`src/rtl/kc_intc_pkg.sv`:
```
// Shared types and register map for the KC_LS1u_plus interrupt controller.
package kc_intc_pkg;

  typedef enum logic [1:0] {
    IDLE      = 2'd0,
    ASSERT    = 2'd1,
    INSERVICE = 2'd2
  } intc_state_t;

  localparam logic [2:0] INTC_PEND  = 3'd0;
  localparam logic [2:0] INTC_MASK  = 3'd1;
  localparam logic [2:0] INTC_EDGE  = 3'd2;
  localparam logic [2:0] INTC_CTRL  = 3'd3;
  localparam logic [2:0] INTC_ACK   = 3'd4;
  localparam logic [2:0] INTC_IVEC0 = 3'd5;
  localparam logic [2:0] INTC_IVEC1 = 3'd6;
  localparam logic [2:0] INTC_IVEC2 = 3'd7;

  localparam int INTC_GEN_BIT = 0;
  localparam int INTC_EOI_BIT = 1;

  // Lowest set index wins (highest priority).
  function automatic logic [2:0] intc_prio(input logic [7:0] v);
    logic [2:0] r;
    r = 3'd0;
    for (int i = 7; i >= 0; i--)
      if (v[i]) r = 3'(i);
    return r;
  endfunction

endpackage

```
`src/rtl/kc_intc_sync_edge.sv`:
```
// Per-source 2-flop synchronizer with optional rising-edge detect.
// Edge detect is present only when KC_INTC_EDGE_EN is defined.
module kc_intc_sync_edge (
  input  logic clk,
  input  logic rst,
  input  logic irq,
  output logic lvl,
  output logic rise
);
  logic s1, s2;

  always_ff @(posedge clk or negedge rst) begin
    if (!rst) begin
      s1 <= 1'b0;
      s2 <= 1'b0;
    end else begin
      s1 <= irq;
      s2 <= s1;
    end
  end

  assign lvl = s2;

`ifdef KC_INTC_EDGE_EN
  logic prev;
  always_ff @(posedge clk or negedge rst) begin
    if (!rst) prev <= 1'b0;
    else      prev <= s2;
  end
  assign rise = s2 & ~prev;
`else
  assign rise = 1'b0;
`endif

endmodule

```
`src/rtl/kc_ls1u_intc.sv`:
```
// Memory-mapped interrupt controller: pending/mask/priority, INT + INTCODE, IVEC base.
// Optional per-source edge triggering via KC_INTC_EDGE_EN.
module kc_ls1u_intc
  import kc_intc_pkg::*;
#(
  parameter int          NSRC       = 8,
  parameter logic [23:0] BASE_ADDR  = 24'hFFF000,
  parameter logic [23:0] IVEC_RESET = 24'hFF0000
) (
  input  logic            clk,
  input  logic            rst,
  input  logic [NSRC-1:0] irq_i,
  input  logic [23:0]     daddr,
  input  logic            dwrite,
  input  logic [7:0]      ddata_i,
  output logic [7:0]      ddata_o,
  output logic            dsel_o,
  output logic            INT,
  output logic [2:0]      INTCODE,
  output logic [23:0]     IVEC_addr
);
  logic [NSRC-1:0] lvl, rise, pend, mask;
  logic [7:0]      pend8, mask8, sel_mask, rdata;
  logic [2:0]      off;
  logic            wr, gen, ack_wr, eoi_wr, sel_ok;
  intc_state_t     state;

  kc_intc_sync_edge u_sync [NSRC-1:0] (
    .clk  (clk),
    .rst  (rst),
    .irq  (irq_i),
    .lvl  (lvl),
    .rise (rise)
  );

  assign dsel_o = (daddr[23:3] == BASE_ADDR[23:3]);
  assign off    = daddr[2:0];
  assign wr     = dwrite & dsel_o;
  assign ack_wr = wr && (off == INTC_ACK) && (state == ASSERT);
  assign eoi_wr = wr && (off == INTC_CTRL) && ddata_i[INTC_EOI_BIT] && (state == INSERVICE);

`ifdef KC_INTC_EDGE_EN
  logic [NSRC-1:0] edge_sel, pend_edge, w1c, ack_clr;
  logic [7:0]      ack_hot;

  assign ack_hot = 8'b1 << INTCODE;
  assign ack_clr = ack_wr ? ack_hot[NSRC-1:0] : '0;
  assign w1c     = (wr && off == INTC_PEND) ? ddata_i[NSRC-1:0] : '0;
  assign pend    = (edge_sel & pend_edge) | (~edge_sel & lvl);

  // A new rise is OR-ed in last so it beats a same-cycle W1C or ACK.
  always_ff @(posedge clk or negedge rst) begin
    if (!rst) begin
      edge_sel  <= '0;
      pend_edge <= '0;
    end else begin
      if (wr && off == INTC_EDGE) edge_sel <= ddata_i[NSRC-1:0];
      pend_edge <= (pend_edge & ~w1c & ~ack_clr) | (rise & edge_sel);
    end
  end
`else
  logic unused_rise;
  assign unused_rise = ^rise;
  assign pend        = lvl;
`endif

  assign pend8    = 8'(pend);
  assign mask8    = 8'(mask);
  assign sel_mask = pend8 & mask8;
  assign sel_ok   = gen & sel_mask[INTCODE];

  always_ff @(posedge clk or negedge rst) begin
    if (!rst) begin
      mask      <= '0;
      gen       <= 1'b0;
      IVEC_addr <= IVEC_RESET;
    end else if (wr) begin
      case (off)
        INTC_MASK:  mask            <= ddata_i[NSRC-1:0];
        INTC_CTRL:  gen             <= ddata_i[INTC_GEN_BIT];
        INTC_IVEC0: IVEC_addr[7:0]   <= ddata_i;
        INTC_IVEC1: IVEC_addr[15:8]  <= ddata_i;
        INTC_IVEC2: IVEC_addr[23:16] <= ddata_i;
        default: ;
      endcase
    end
  end

  // Priority is sampled only when leaving IDLE; INTCODE holds otherwise.
  always_ff @(posedge clk or negedge rst) begin
    if (!rst) begin
      state   <= IDLE;
      INT     <= 1'b0;
      INTCODE <= 3'd0;
    end else begin
      case (state)
        IDLE: if (gen && |sel_mask) begin
          state   <= ASSERT;
          INT     <= 1'b1;
          INTCODE <= intc_prio(sel_mask);
        end
        ASSERT: if (ack_wr) begin
          state <= INSERVICE;
          INT   <= 1'b0;
        end else if (!sel_ok) begin
          state <= IDLE;
          INT   <= 1'b0;
        end
        INSERVICE: if (eoi_wr) state <= IDLE;
        default: begin
          state <= IDLE;
          INT   <= 1'b0;
        end
      endcase
    end
  end

  always_comb begin
    rdata = 8'h00;
    case (off)
      INTC_PEND:  rdata = pend8;
      INTC_MASK:  rdata = mask8;
`ifdef KC_INTC_EDGE_EN
      INTC_EDGE:  rdata = 8'(edge_sel);
`endif
      INTC_CTRL:  rdata = {7'b0, gen};
      INTC_ACK:   rdata = {5'b0, INTCODE};
      INTC_IVEC0: rdata = IVEC_addr[7:0];
      INTC_IVEC1: rdata = IVEC_addr[15:8];
      INTC_IVEC2: rdata = IVEC_addr[23:16];
      default:    rdata = 8'h00;
    endcase
    ddata_o = dsel_o ? rdata : 8'h00;
  end

endmodule

```
`config.mk`:
```
export PLATFORM = sky130hd
export DESIGN_NAME = kc_ls1u_intc
export DESIGN_NICKNAME = d
export VERILOG_FILES = /design/src/rtl/kc_intc_pkg.sv /design/src/rtl/kc_intc_sync_edge.sv /design/src/rtl/kc_ls1u_intc.sv
export SDC_FILE = /design/constraint.sdc
export NUM_CORES = 1
export LEC_CHECK = 0
export BUFFER_PORTS_ARGS = -buffer_cell sky130_fd_sc_hd__buf_2
export CORE_MARGIN = 2
export CORE_UTILIZATION = 45
export DETAILED_ROUTE_END_ITERATION = 6
export PLACE_DENSITY = 0.71
export SKIP_CTS_REPAIR_TIMING = 1
export SLEW_MARGIN = 20
export SYNTH_ARGS = -nofsm -noshare
export SYNTH_HDL_FRONTEND = slang
export SYNTH_SLANG_ARGS = --single-unit
```
`constraint.sdc`:
```
create_clock -name clk -period 2.6 [get_ports clk]
set_input_delay 0.52 -clock clk [delete_from_list [all_inputs] [get_ports clk]]
set_output_delay 0.52 -clock clk [all_outputs]
set_load 0.02 [all_outputs]
```
# == After elaboration in Yosys (flattened, before gate mapping) ==
# Cells that the tools add are included.
# classes
magnitude_cmp,1
n_eq_ne,12
mux,21
n_bitwise,4
n_reduce_logical,17
# ops
op,count
8-bit case mux with 7 select lines,1
3-bit two-way mux,8
"21-bit == test, second input constant",1
"3-bit == test, second input constant",4
2-bit AND reduction,6
8-bit AND,1
2-bit two-way mux,4
8-bit two-way mux,1
8-bit OR reduction,1
1-bit logical AND,6
2-bit case mux with 3 select lines,1
3-bit AND reduction,2
"3-bit by 4-bit < comparator with 1-bit output, second input constant",1
1-bit two-way mux,4
"2-bit inequality test, second input constant",2
1-bit binary-select mux with 3-bit select,1
"3-bit by 1-bit == test with 1-bit output, second input constant",1
"3-bit by 2-bit == test with 1-bit output, second input constant",1
3-bit logical NOT,1
"3-bit inequality test, second input constant",1
1-bit case mux with 3 select lines,1
1-bit AND,2
"2-bit by 1-bit == test with 1-bit output, second input constant",1
"2-bit == test, second input constant",1
other kinds (2),2
# word_totals
regBits,55
in_bits,43
output_inout_bits,37
word_cells,79

# == Logic depth before layout (Yosys ltp) ==
# logic_depth
word_depth,9
mapped_depth,7
mapped_depth_nobuf,4

# == Hierarchy ==
# A second synthesis with hierarchy kept.
# hier_totals
hier_cells,236
area_unflattened_um2,2765.2
# by_module_without_submodules
module,n_inst,cells_per_inst,area_each_um2,seq_area_each_um2
kc_ls1u_intc,1,204,2274.7,985.9
kc_intc_sync_edge,8,4,61.3,50.0

# == Least setup slack after synthesis ==
# OpenSTA, ideal clock, no wires.
# synth_timing
path_type,input port to output port
start,input daddr[4]
end,output ddata_o[0]
arrival_time_ns,1.968
required_ns,2.080
setup_slack_ns,0.112
cell_stages,4
n_path_buf,0
path_cell_list,nor4_4 nand4_1 a211o_1 nor3_1
# synth_between
elab_chain_cells,2
# synth_rtl
element,line,source
start: declaration,kc_ls1u_intc.sv:13,"input logic [23:0] daddr,"
21-bit == test,kc_ls1u_intc.sv:36,assign dsel_o = (daddr[23:3] == BASE_ADDR[23:3]);
8-bit two-way mux,kc_ls1u_intc.sv:133,ddata_o = dsel_o ? rdata : 8'h00;
end: declaration,kc_ls1u_intc.sv:16,"output logic [7:0] ddata_o,"
# Every way passes these cells.

# == Worst setup path in the final report ==
# layout_timing
start,input daddr[7]
end,output ddata_o[6]
# The elaborated chain is that of the path after synthesis.

==> flow_summary.yaml <==
run_status:
  outcome: "completed"
drt:
  vias: 2174
  avgRoutedWirePerCell_um: 16.9
  remaining_drc_errors: 0
  dr.pass1.iters: 4
  drt-total-wl_mm: 6.45
  drt_iter0_drc: 140
  ant_nets: 0
  vias_per_cell: 5.71
global_route:
  grt_use_met1_pct: 28.8
  track_usage_pct: 21.4
  antenna_found_initial: 0
  grt_max_degree: 56
  grt_pass1_vias: 2127
  grt_pass1_wl_mm: 10.5
  grt-ovfl-total: 0
  busiest_layer: "met2"
  use_met3_pct: 4.44
  use_met2_pct: 34.8
place:
  portBuffers: 79
  place_ws_ps: 20.8
  place.gp.congestion: 0.895
  place_inst: 373
  dp_hpwl_mm: 4.94
floorplanning:
  design.core.area_um2: 5610
  initial_core_util_pct: 47.4
  chipHeight_um: 80.9
  dieArea_um2: 6540
  die_w_um: 80.9
  rows: 27
  ioPinCount: 80
clocking:
  clock-root-buffer: "clkbuf_8"
  htree_levels: 2
  cts_sinks: 55
  clk_pin_slew_ps: 100
  cts_made_buffers: 5
  cts_tree: "done"
  clk_latency_ps: 310
  cts_buffer_depth: 2
sta:
  fin_setup_tns_ps: 0
  max_slew_margin_pct: 55.8
  final.setup_skew_ps: 4.76
  grt_setup_unrepaired: "no"
  finalCritPeriodShare_pct: 94.7
  worst_pin_slew_ps: 663
  drv_slew: 0
  min_period_ps: 2460
  fmax_mhz: 406
  layout_setup_ws_ps: 139
  finalHoldViolCount: 0
  setup_viol: 0
pwr:
  power_switching_uw: 356
  netSwitchingFraction_pct: 24.4
  internal-power_uw: 1100
  p_leak_uw: 0.00165
  power_frac_seq_pct: 60.2
  power_density_nw_per_um2: 439
  ir_drop_v: 0.000350
  clockPowerShare_pct: 32.6
  combPwrFrac_pct: 7.2
yosys:
  synth_top_family_by_area: "multiplexers"
  syn_inst: 216
  synthTopCellsByArea: "dfrtp_1, mux2_2, dfstp_2, nor4_4, mux2i_1"
  synthMuxAreaShare_pct: 19.2
  synth_warnings: 0
  synth_nets: 259
  synth_area_um2: 2660
  syn_area_per_cell_um2: 12.3
  synthSimpleGateAreaFrac_pct: 15.8
  synth-edff-count: 0
  async_flop_share_pct: 100
  synth_fa_ha_area_share_pct: 0
  synth_cell_types: 40
  synth_top_cell_by_area: "dfrtp_1"
  synth_xor_xnor_area_share_pct: 0
  synthFlopType: "dfrtp_1"
  synth-seq-area-share_pct: 52.1
  synth_top_area_share_pct: 44.2
  synth_compound_area_share_pct: 11.1
  synth_seq_cells: 55
critical_path:
  setup.worst_path.class: "input port to primary output"
  cp_max_fo: 5
  reg2reg_depth: 4
  rr_endpoint: "INTCODE[0]$_DFFE_PN0P_"
  required_ps: 2080
  start_kind: "input port"
  r2r-start: "state[1]$_DFFE_PN0P_"
  cp.arrival_ps: 1940
  end_kind: "primary output"
  reg2reg_slack_ps: 1140
min_path:
  hold_depth: 1
  min_to: "u_sync[3].s1$_DFF_PN0_"
  hold_class: "input port to flop"
  holdCritStartpoint: "irq_i[3]"
layout:
  area_growth_syn_to_layout_pct: 24.9
  final_layout_size_suffix_gt1_share_pct: 48.5
  diodes: 0
  instances_no_fill: 381
  fillCellCount: 490
  layout.nets: 351
flow_run:
  max-cap-violations: 0
cell families (layout without fill, tap and decap cells):
| logic type | count (synthesis) | after routing |
|---|---|---|
| simple gates | 64 | 64 |
| compound gates | 41 | 41 |
| buf+inv | 12 | 105 |
| flops | 55 | 55 |
| mux | 44 | 44 |
how the worst max path moves through the flow:
| stage | cells past startpoint | to | startpoint |
|---|---|---|---|
| after floorplan | 4 | ddata_o[0] | daddr[4] |
| after global placement | 7 | ddata_o[7] | daddr[7] |
| after detailed placement | 7 | ddata_o[6] | daddr[7] |
| after CTS | 7 | ddata_o[6] | daddr[7] |
| after global routing | 7 | ddata_o[6] | daddr[7] |
| final | 7 | ddata_o[6] | daddr[7] |
through the flow:
step	util (%)	instance area, um^2	power [uW]	hold WS, ps
6_report	59.2	3320	1460	303
5_1_grt	59.2	3320	1520	282
4_1_cts	58.9	3300	1480	293
3_5_place_dp	57.2	3210	999	335
3_3_place_gp	57.2	3210	996	333
2_1_floorplan	-	2660	928	224
registers in the layout, summed over array words and instances (netlist names):
register    count
INT             1
INTCODE         3
IVEC_addr      24
gen             1
mask            8
state           2
u_sync.lvl      8
u_sync.s1       8
cell usage after synthesis (2+ instances only):
library cell / count
dfrtp_1: 47
mux2_2: 32
nor2_1: 16
nand2_1: 13
a21oi_1: 9
nand3_1: 9
dfstp_2: 8
a22oi_1: 7
inv_1: 6
mux2i_1: 6
o21ai_0: 6
mux2_1: 4
nand4_1: 4
nor2b_1: 4
nor4_4: 4
a222oi_1: 3
a32oi_1: 3
clkbuf_1: 3
nor3_1: 3
o2111ai_1: 3
a22o_1: 2
and4_1: 2
buf_2: 2
mux4_2: 2
nand3b_1: 2
o31ai_1: 2
area by class of cell:
| cell class | count | area [um^2] | area share [%] |
|---|---|---|---|
| inverters | 6 | 22.5 | 0.678 |
| flip-flops and latches | 55 | 1390 | 41.7 |
| repair buffers | 91 | 485 | 14.6 |
| clock inverters | 3 | 25.0 | 0.754 |
| well taps | 72 | 90.1 | 2.71 |
| multi-input cells | 149 | 1240 | 37.4 |
| clock buffers | 5 | 68.8 | 2.07 |
routing by layer:
metal	wire, um	part of all wire [%]
met4	80	1.2
met2	3090	48
met3	476	7.4
met1	2800	43
met5	0	0
layout by cell type (no fill, tap or decap), types with 4 or more instances in the layout:
cell / instances
mux2_1: 4
mux2_2: 32
clkbuf_8: 5
nand2_1: 13
buf_2: 79
nor2_1: 16
inv_1: 6
dfstp_2: 8
a22oi_1: 7
a21oi_1: 9
dfrtp_1: 47
buf_4: 12
nor2b_1: 4
nand4_1: 4
o21ai_0: 6
nand3_1: 9
mux2i_1: 6
nor4_4: 4
worst max-delay path, stage by stage:
cell and delay, ps:
buf_2 110, nor4b_4 330, nand4_1 180, a211o_4 340
buf_4 160, a21oi_1 120, buf_2 180
power by group through the flow:
stage | sequential (uW) | clock [uW] | combinational [uW]
CTS | 878 | 495 | 105
global route | 879 | 525 | 118
detailed placement | 894 | 0 | 104
finish | 878 | 475 | 105
global placement | 894 | 0 | 102
floorplan | 890 | 0 | 37.6
(Power assumes the default switching activity.)
